### src/rtl/sincos_poly_pkg.sv
// Shared types and constants for the iterative polynomial sine/cosine block.
//   state_e        : FSM state encoding for sincos_poly_iter
//   C*_R / coef_q  : Taylor coefficients of sin(pi*x/2) and their fixed-point quantiser
//   fold_quadrant  : maps the in-quadrant offset onto the rising quarter-wave
package sincos_poly_pkg;

    typedef enum logic [2:0] {StIdle, StSquare, StHorner, StFinal, StOut} state_e;

    localparam real C1_R = 1.5707963;
    localparam real C3_R = -0.6459641;
    localparam real C5_R = 0.0796926;
    localparam real C7_R = -0.0046817;

    // Real-to-int cast rounds to nearest.
    function automatic int coef_q(input real c, input int unsigned frac_w);
        return int'(c * (2.0 ** frac_w));
    endfunction

    // Odd quadrants run the quarter-wave backwards: u = quarter - r.
    function automatic logic [31:0] fold_quadrant(input logic [31:0] r, input logic odd,
                                                  input int unsigned r_w);
        logic [31:0] quarter;
        quarter = 32'd1 << r_w;
        return odd ? (quarter - r) : r;
    endfunction

endpackage

### src/rtl/sincos_fixmul.sv
// Signed fixed-point multiplier shared by every FSM step.
//   a_i, b_i : Q2.(COEF_W-2) operands
//   p_o      : Q2.(COEF_W-2) product, truncated (floor) after realignment
module sincos_fixmul #(
    parameter int unsigned COEF_W = 18
) (
    input  logic signed [COEF_W-1:0] a_i,
    input  logic signed [COEF_W-1:0] b_i,
    output logic signed [COEF_W-1:0] p_o
);

    logic signed [2*COEF_W-1:0] full;

    assign full = a_i * b_i;
    assign p_o  = COEF_W'(full >>> (COEF_W - 2));

endmodule

### src/rtl/sincos_poly_iter.sv
// Handshaked sin/cos of a full-circle unsigned phase using a 7th-order odd polynomial,
// evaluated by Horner's rule over a single shared multiplier.
//   clock, reset         : rising-edge clock, asynchronous active-high reset
//   in_valid/in_ready    : request handshake; in_phase, in_cos (1 = cosine), in_tag
//   out_valid/out_ready  : result handshake; out_value (signed Q1.(OUT_W-1)), out_tag
module sincos_poly_iter
    import sincos_poly_pkg::*;
#(
    parameter int unsigned PHASE_W = 16,
    parameter int unsigned OUT_W   = 16,
    parameter int unsigned COEF_W  = 18,
    parameter int unsigned TAG_W   = 4
) (
    input  logic               clock,
    input  logic               reset,
    input  logic               in_valid,
    output logic               in_ready,
    input  logic [PHASE_W-1:0] in_phase,
    input  logic               in_cos,
    input  logic [TAG_W-1:0]   in_tag,
    output logic               out_valid,
    input  logic               out_ready,
    output logic [OUT_W-1:0]   out_value,
    output logic [TAG_W-1:0]   out_tag
);

    localparam int unsigned FRAC_W    = COEF_W - 2;
    localparam int unsigned U_W       = PHASE_W - 1;
    localparam int unsigned U_SHIFT   = FRAC_W - (PHASE_W - 2);
    localparam int unsigned RND_SHIFT = FRAC_W - (OUT_W - 1);

    localparam logic [PHASE_W-1:0] QUARTER_P = {2'b01, {(PHASE_W - 2){1'b0}}};

    localparam logic signed [COEF_W-1:0] C1 = COEF_W'(coef_q(C1_R, FRAC_W));
    localparam logic signed [COEF_W-1:0] C3 = COEF_W'(coef_q(C3_R, FRAC_W));
    localparam logic signed [COEF_W-1:0] C5 = COEF_W'(coef_q(C5_R, FRAC_W));
    localparam logic signed [COEF_W-1:0] C7 = COEF_W'(coef_q(C7_R, FRAC_W));

    localparam logic signed [COEF_W:0]  RND_HALF    = {{COEF_W{1'b0}}, 1'b1} << (RND_SHIFT - 1);
    localparam logic signed [COEF_W:0]  OUT_MAX_EXT = {{(COEF_W + 2 - OUT_W){1'b0}},
                                                       {(OUT_W - 1){1'b1}}};
    localparam logic signed [OUT_W-1:0] OUT_MAX     = {1'b0, {(OUT_W - 1){1'b1}}};

    state_e                     state_q;
    logic [1:0]                 cnt_q;
    logic signed [COEF_W-1:0]   u_q, s_q, acc_q, y_q;
    logic                       neg_q;
    logic [TAG_W-1:0]           tag_q;
    logic                       out_valid_q;
    logic [OUT_W-1:0]           out_value_q;
    logic [TAG_W-1:0]           out_tag_q;

    logic                       accept;
    logic [PHASE_W-1:0]         p_full;
    logic [1:0]                 p_q;
    logic [PHASE_W-3:0]         p_r;
    logic [U_W-1:0]             u_fold;
    logic signed [COEF_W-1:0]   u_coef;
    logic signed [COEF_W-1:0]   mul_a, mul_b, mul_p, horner_c;
    logic signed [COEF_W:0]     y_ext, y_rnd;
    logic signed [OUT_W-1:0]    mag, res;

    assign in_ready = (state_q == StIdle) || ((state_q == StOut) && out_ready);
    assign accept   = in_valid && in_ready;

    // Cosine is sine advanced by a quarter turn; the add wraps modulo the full circle.
    assign p_full = in_cos ? (in_phase + QUARTER_P) : in_phase;
    assign p_q    = p_full[PHASE_W-1 -: 2];
    assign p_r    = p_full[PHASE_W-3:0];
    assign u_fold = U_W'(fold_quadrant(32'(p_r), p_q[0], PHASE_W - 2));
    assign u_coef = $signed(COEF_W'(u_fold) << U_SHIFT);

    always_comb begin
        mul_a = acc_q;
        mul_b = u_q;
        case (state_q)
            StSquare: begin
                mul_a = u_q;
                mul_b = u_q;
            end
            StHorner: begin
                mul_a = acc_q;
                mul_b = s_q;
            end
            default: ;
        endcase
    end

    always_comb begin
        horner_c = C1;
        case (cnt_q)
            2'd0:    horner_c = C5;
            2'd1:    horner_c = C3;
            default: horner_c = C1;
        endcase
    end

    sincos_fixmul #(
        .COEF_W (COEF_W)
    ) u_fixmul (
        .a_i (mul_a),
        .b_i (mul_b),
        .p_o (mul_p)
    );

    // Round half up from Q2.FRAC_W to Q1.(OUT_W-1); saturate before applying the sign
    // so the most negative code can never be produced.
    assign y_ext = {y_q[COEF_W-1], y_q};
    assign y_rnd = (y_ext + RND_HALF) >>> RND_SHIFT;
    assign mag   = (y_rnd > OUT_MAX_EXT) ? OUT_MAX : y_rnd[OUT_W-1:0];
    assign res   = neg_q ? -mag : mag;

    always_ff @(posedge clock or posedge reset) begin
        if (reset) begin
            state_q     <= StIdle;
            cnt_q       <= '0;
            u_q         <= '0;
            s_q         <= '0;
            acc_q       <= '0;
            y_q         <= '0;
            neg_q       <= 1'b0;
            tag_q       <= '0;
            out_valid_q <= 1'b0;
            out_value_q <= '0;
            out_tag_q   <= '0;
        end else begin
            case (state_q)
                StSquare: begin
                    s_q     <= mul_p;
                    acc_q   <= C7;
                    cnt_q   <= 2'd0;
                    state_q <= StHorner;
                end
                StHorner: begin
                    acc_q <= horner_c + mul_p;
                    if (cnt_q == 2'd2) begin
                        cnt_q   <= 2'd0;
                        state_q <= StFinal;
                    end else begin
                        cnt_q <= cnt_q + 2'd1;
                    end
                end
                // Two cycles: the final product is registered before rounding and
                // negation so the multiplier never chains into the output adders.
                StFinal: begin
                    if (cnt_q == 2'd0) begin
                        y_q   <= mul_p;
                        cnt_q <= 2'd1;
                    end else begin
                        out_value_q <= res;
                        out_tag_q   <= tag_q;
                        out_valid_q <= 1'b1;
                        cnt_q       <= 2'd0;
                        state_q     <= StOut;
                    end
                end
                StOut: begin
                    if (out_ready) begin
                        out_valid_q <= 1'b0;
                        state_q     <= StIdle;
                    end
                end
                default: ;
            endcase
            // Acceptance overrides the OUT exit so a handoff request starts at once.
            if (accept) begin
                u_q     <= u_coef;
                neg_q   <= p_q[1];
                tag_q   <= in_tag;
                state_q <= StSquare;
            end
        end
    end

    assign out_valid = out_valid_q;
    assign out_value = out_value_q;
    assign out_tag   = out_tag_q;

endmodule

### config.mk
export PLATFORM = sky130hd
export DESIGN_NAME = sincos_poly_iter
export DESIGN_NICKNAME = d
export VERILOG_FILES = /design/src/rtl/sincos_poly_pkg.sv /design/src/rtl/sincos_fixmul.sv /design/src/rtl/sincos_poly_iter.sv
export SDC_FILE = /design/constraint.sdc
export NUM_CORES = 1
export LEC_CHECK = 0
export CAP_MARGIN = 20
export CORE_UTILIZATION = 35
export DETAILED_ROUTE_END_ITERATION = 12
export GPL_TIMING_DRIVEN = 0
export HOLD_SLACK_MARGIN = 0.05
export PLACE_DENSITY = 0.55
export SYNTH_ARGS = -nofsm -noshare
export SYNTH_HDL_FRONTEND = slang
export SYNTH_SLANG_ARGS = --single-unit
### constraint.sdc
create_clock -name clock -period 18.7 [get_ports clock]
set_clock_uncertainty 0.2 [all_clocks]
set_input_delay 1.87 -clock clock [delete_from_list [all_inputs] [get_ports clock]]
set_output_delay 1.87 -clock clock [all_outputs]
set_load 0.05 [all_outputs]
==> metrics.md <==
| Metric | Value |
|---|---|
| First-pass DRT Iterations | `5` |
| Setup slack at placement | `7.43 ns` |
| Register area share after synthesis | `about 15%` |
| Cell repeated most along the worst path | `fa_1` |
| Setup ws final | `slightly above 7 ns` |
| Post-synth cell types | `70` |
| Cell with the most instances after synthesis | `inv_1` |
| Cell taking the most area after synthesis | `fa_1` |
| # H-tree levels | `3` |
| Starting Density | `35.6%` |
| Post-cts repair resize count | `0` |
| Peak per-stage delay on the critical path | `0.89 ns` |
| Final global-route overflow total | `0` |
| Largest cells by area after synthesis | `fa_1, dfrtp_1, inv_1, nand2_1, ha_1` |
| Final Cycle Share | `61.5%` |
| Highest clock rate | `between 80 and 90 MHz` |
| Max-Cap Viols | `0` |
| Worst-path clk slew | `about 0.080 ns` |
| Max Slew Vio Count | `0` |
| GRT Overall Usage | `21.4%` |
| Mapped cell area | `0.0171 mm²` |
| Vias in the first global route | `~15000` |
| Worst Hold Class | `register to register` |
| Clk sinks | `100` |
| I/O pin count | `47` |
| Seq cells post-synth | `100` |
| First-pass GRT wire length | `81.3 mm` |
| Crit path max-delay cell type | `xnor2_1` |
| Relative slew margins | `14.1%` |
| Syn_nets | `2411` |
| Final nets | `2481` |
| Initial antenna violation count | `0` |
| Setup crit start kind | `register` |
| RSZ-0062 raised after global routing | `no` |
| Final HPWL from detailed placement | `41.9 mm` |
| Die Width | `between 200 and 250 µm` |
| Crit end category | `register` |
| Post-CTS setup buffers | `0` |
| Status | `finished clean` |
| Critical path required time | `18.78 ns` |
| Yosys Warn Count | `0` |
| Async S/R FF share, synth | `100%` |
| Vias after detailed routing | `13600` |
| Mean post-synth cell area | `8.65 µm²` |
| Clk_lat worst skew | `0.36 ns` |
| Site row count | `80` |
| Most used flip-flop cell after synthesis | `dfrtp_1` |
| Drt initial violations | `approximately 1100` |
| WS Path Type | `register to register` |
| Top-area cell type share of the netlist area | `37.0%` |
| Synthesized instance count | `1972` |
| Routed Antenna Nets | `0` |
| Port Buf Inserts | `46` |
| Reg-to-reg slack, setup | `between 7 and 8 ns` |
| Die area | `0.0496 mm²` |
| ANT cells | `0` |
| Routed vias/inst | `5.11` |
| Setup violators final | `0` |
| Number of flops mapped to enable cells by yosys | `0` |
| Drt wl/cell | `19.0 µm` |
| # DRC | `0` |
| Max FO, Critical Path | `10` |
| Core Area | `0.0479 mm²` |
| Min cycle time layout | `about 11 ns` |
| Setup_tns | `0 ns` |
| Fraction of layout cells with a size suffix above 1 | `3.66%` |
| GP Congestion | `0.912` |
| Num CTS Buffers | `9` |
| CP arrival | `~12 ns` |
| CTS Hold Buffers Added | `0` |
| Clk buf depth | `2` |
| Synth-to-Final Area Change | `9.77%` |
| Die Ht | `between 200 and 250 µm` |
| Largest net degree at the start of global routing | `between 60 and 70` |
| CTS tree | `yes` |
| Synth cell count leaders | `inv_1, nand2_1, fa_1, nor2_1, dfrtp_1` |
| Root Driver | `clkbuf_16` |
| WL final | `50.6 mm` |
| Worst-Margin Slew | `around 1.3 ns` |
| Post-layout util | `39.0%` |
| Final Hold Fails | `0` |
metrics by stage:
| stage | cell area, µm² | hold WS (ns) | std cells |
|---|---|---|---|
| after CTS | 18700 | 0.296 | 2659 |
| after global placement | 18300 | 0.271 | 2633 |
| after detailed placement | 18400 | 0.280 | 2643 |
| final | 18700 | 0.290 | 2662 |
| after floorplan | 17100 | 0.242 | 1972 |
| after global routing | 18700 | 0.321 | 2662 |
cell usage in the layout (no fill, tap or decap), types with 5 or more instances in the layout:
master	instances
nor2b_1	8
xnor2_1	49
o31ai_1	9
nand2b_1	5
or3_1	5
nand4_1	5
clkdlybuf4s50_1	46
a31oi_1	6
nor2_1	215
nor3_1	13
buf_2	8
inv_1	386
or2_2	5
mux2i_1	31
buf_4	12
clkbuf_1	46
fa_1	315
mux2_2	14
nand2_1	363
o21ai_0	72
and2_1	10
a21oi_1	53
a21o_1	9
ha_1	99
and3_1	5
xor2_1	39
dfrtp_1	100
clkbuf_16	9
nand3_1	24
registers in the layout, summed over array words and instances (netlist names):
register,cells
out_tag,4
out_value,16
state_q,3
s_q,18
out_valid,1
neg_q,1
cnt_q,2
u_q,15
y_q,18
tag_q,4
acc_q,18
path summary, 6_finish.rpt:
check / startpoint / to / cells past startpoint
setup reg to reg: state_q[2]$_DFFE_PP0P_ / acc_q[17]$_DFFE_PP0P_ / 37
min in group asynchronous: reset / tag_q[1]$_DFFE_PP0P_ / 2
setup / recovery: state_q[2]$_DFFE_PP0P_ / acc_q[17]$_DFFE_PP0P_ / 37
hold / removal: out_value[8]$_DFFE_PP0P_ / out_value[8]$_DFFE_PP0P_ / 2
hold reg to reg: out_value[8]$_DFFE_PP0P_ / out_value[8]$_DFFE_PP0P_ / 2
max in group asynchronous: reset / s_q[3]$_DFFE_PP0P_ / 3
worst max-delay path, delay by kind of cell (launching register included):
family                     cells  cell delay (ns)
AOI/OAI and AO/OA             10             2.09
xor gates and xnor gates       2             1.16
adders and majority gates      8             3.81
buffers and inverters          9             2.38
DFF                            1             0.35
muxes                          1             0.28
and+or+nand+nor                7             1.13
cell type report:
cell class,instances,area [µm²]
repair buffers,59,579
clock buffers,9,225
clock inverters,7,82.6
fillers,4849,29200
inverters,388,1460
plain buffers,59,238
flip-flops and latches,100,2500
well taps,615,769
multi-input cells,1425,12900
cells by family (layout without fill, tap and decap cells):
| family | Yosys count | count (layout) | synth area share, % |
|---|---|---|---|
| and+or+nand+nor | 676 | 676 | 16.3 |
| buffers and inverters | 447 | 522 | 9.93 |
| adders and majority gates | 414 | 414 | 44.2 |
| AOI/OAI and AO/OA | 200 | 200 | 7.32 |
| DFF | 100 | 100 | 14.7 |
| xor gates and xnor gates | 90 | 90 | 4.75 |
| muxes | 45 | 45 | 2.74 |
routing by layer:
layer	part of all wire, %	GRT usage, %	routed length [µm]	vias up
li1	-	-	-	6163
met1	41	27.6	20900	6830
met2	47	35.6	23800	494
met3	8.0	4.40	4070	103
met4	3.6	7.39	1830	0
met5	0	0	0	-
Power is not shown: default switching activity piles up to over one toggle a cycle in this logic, so the estimate is an artifact.
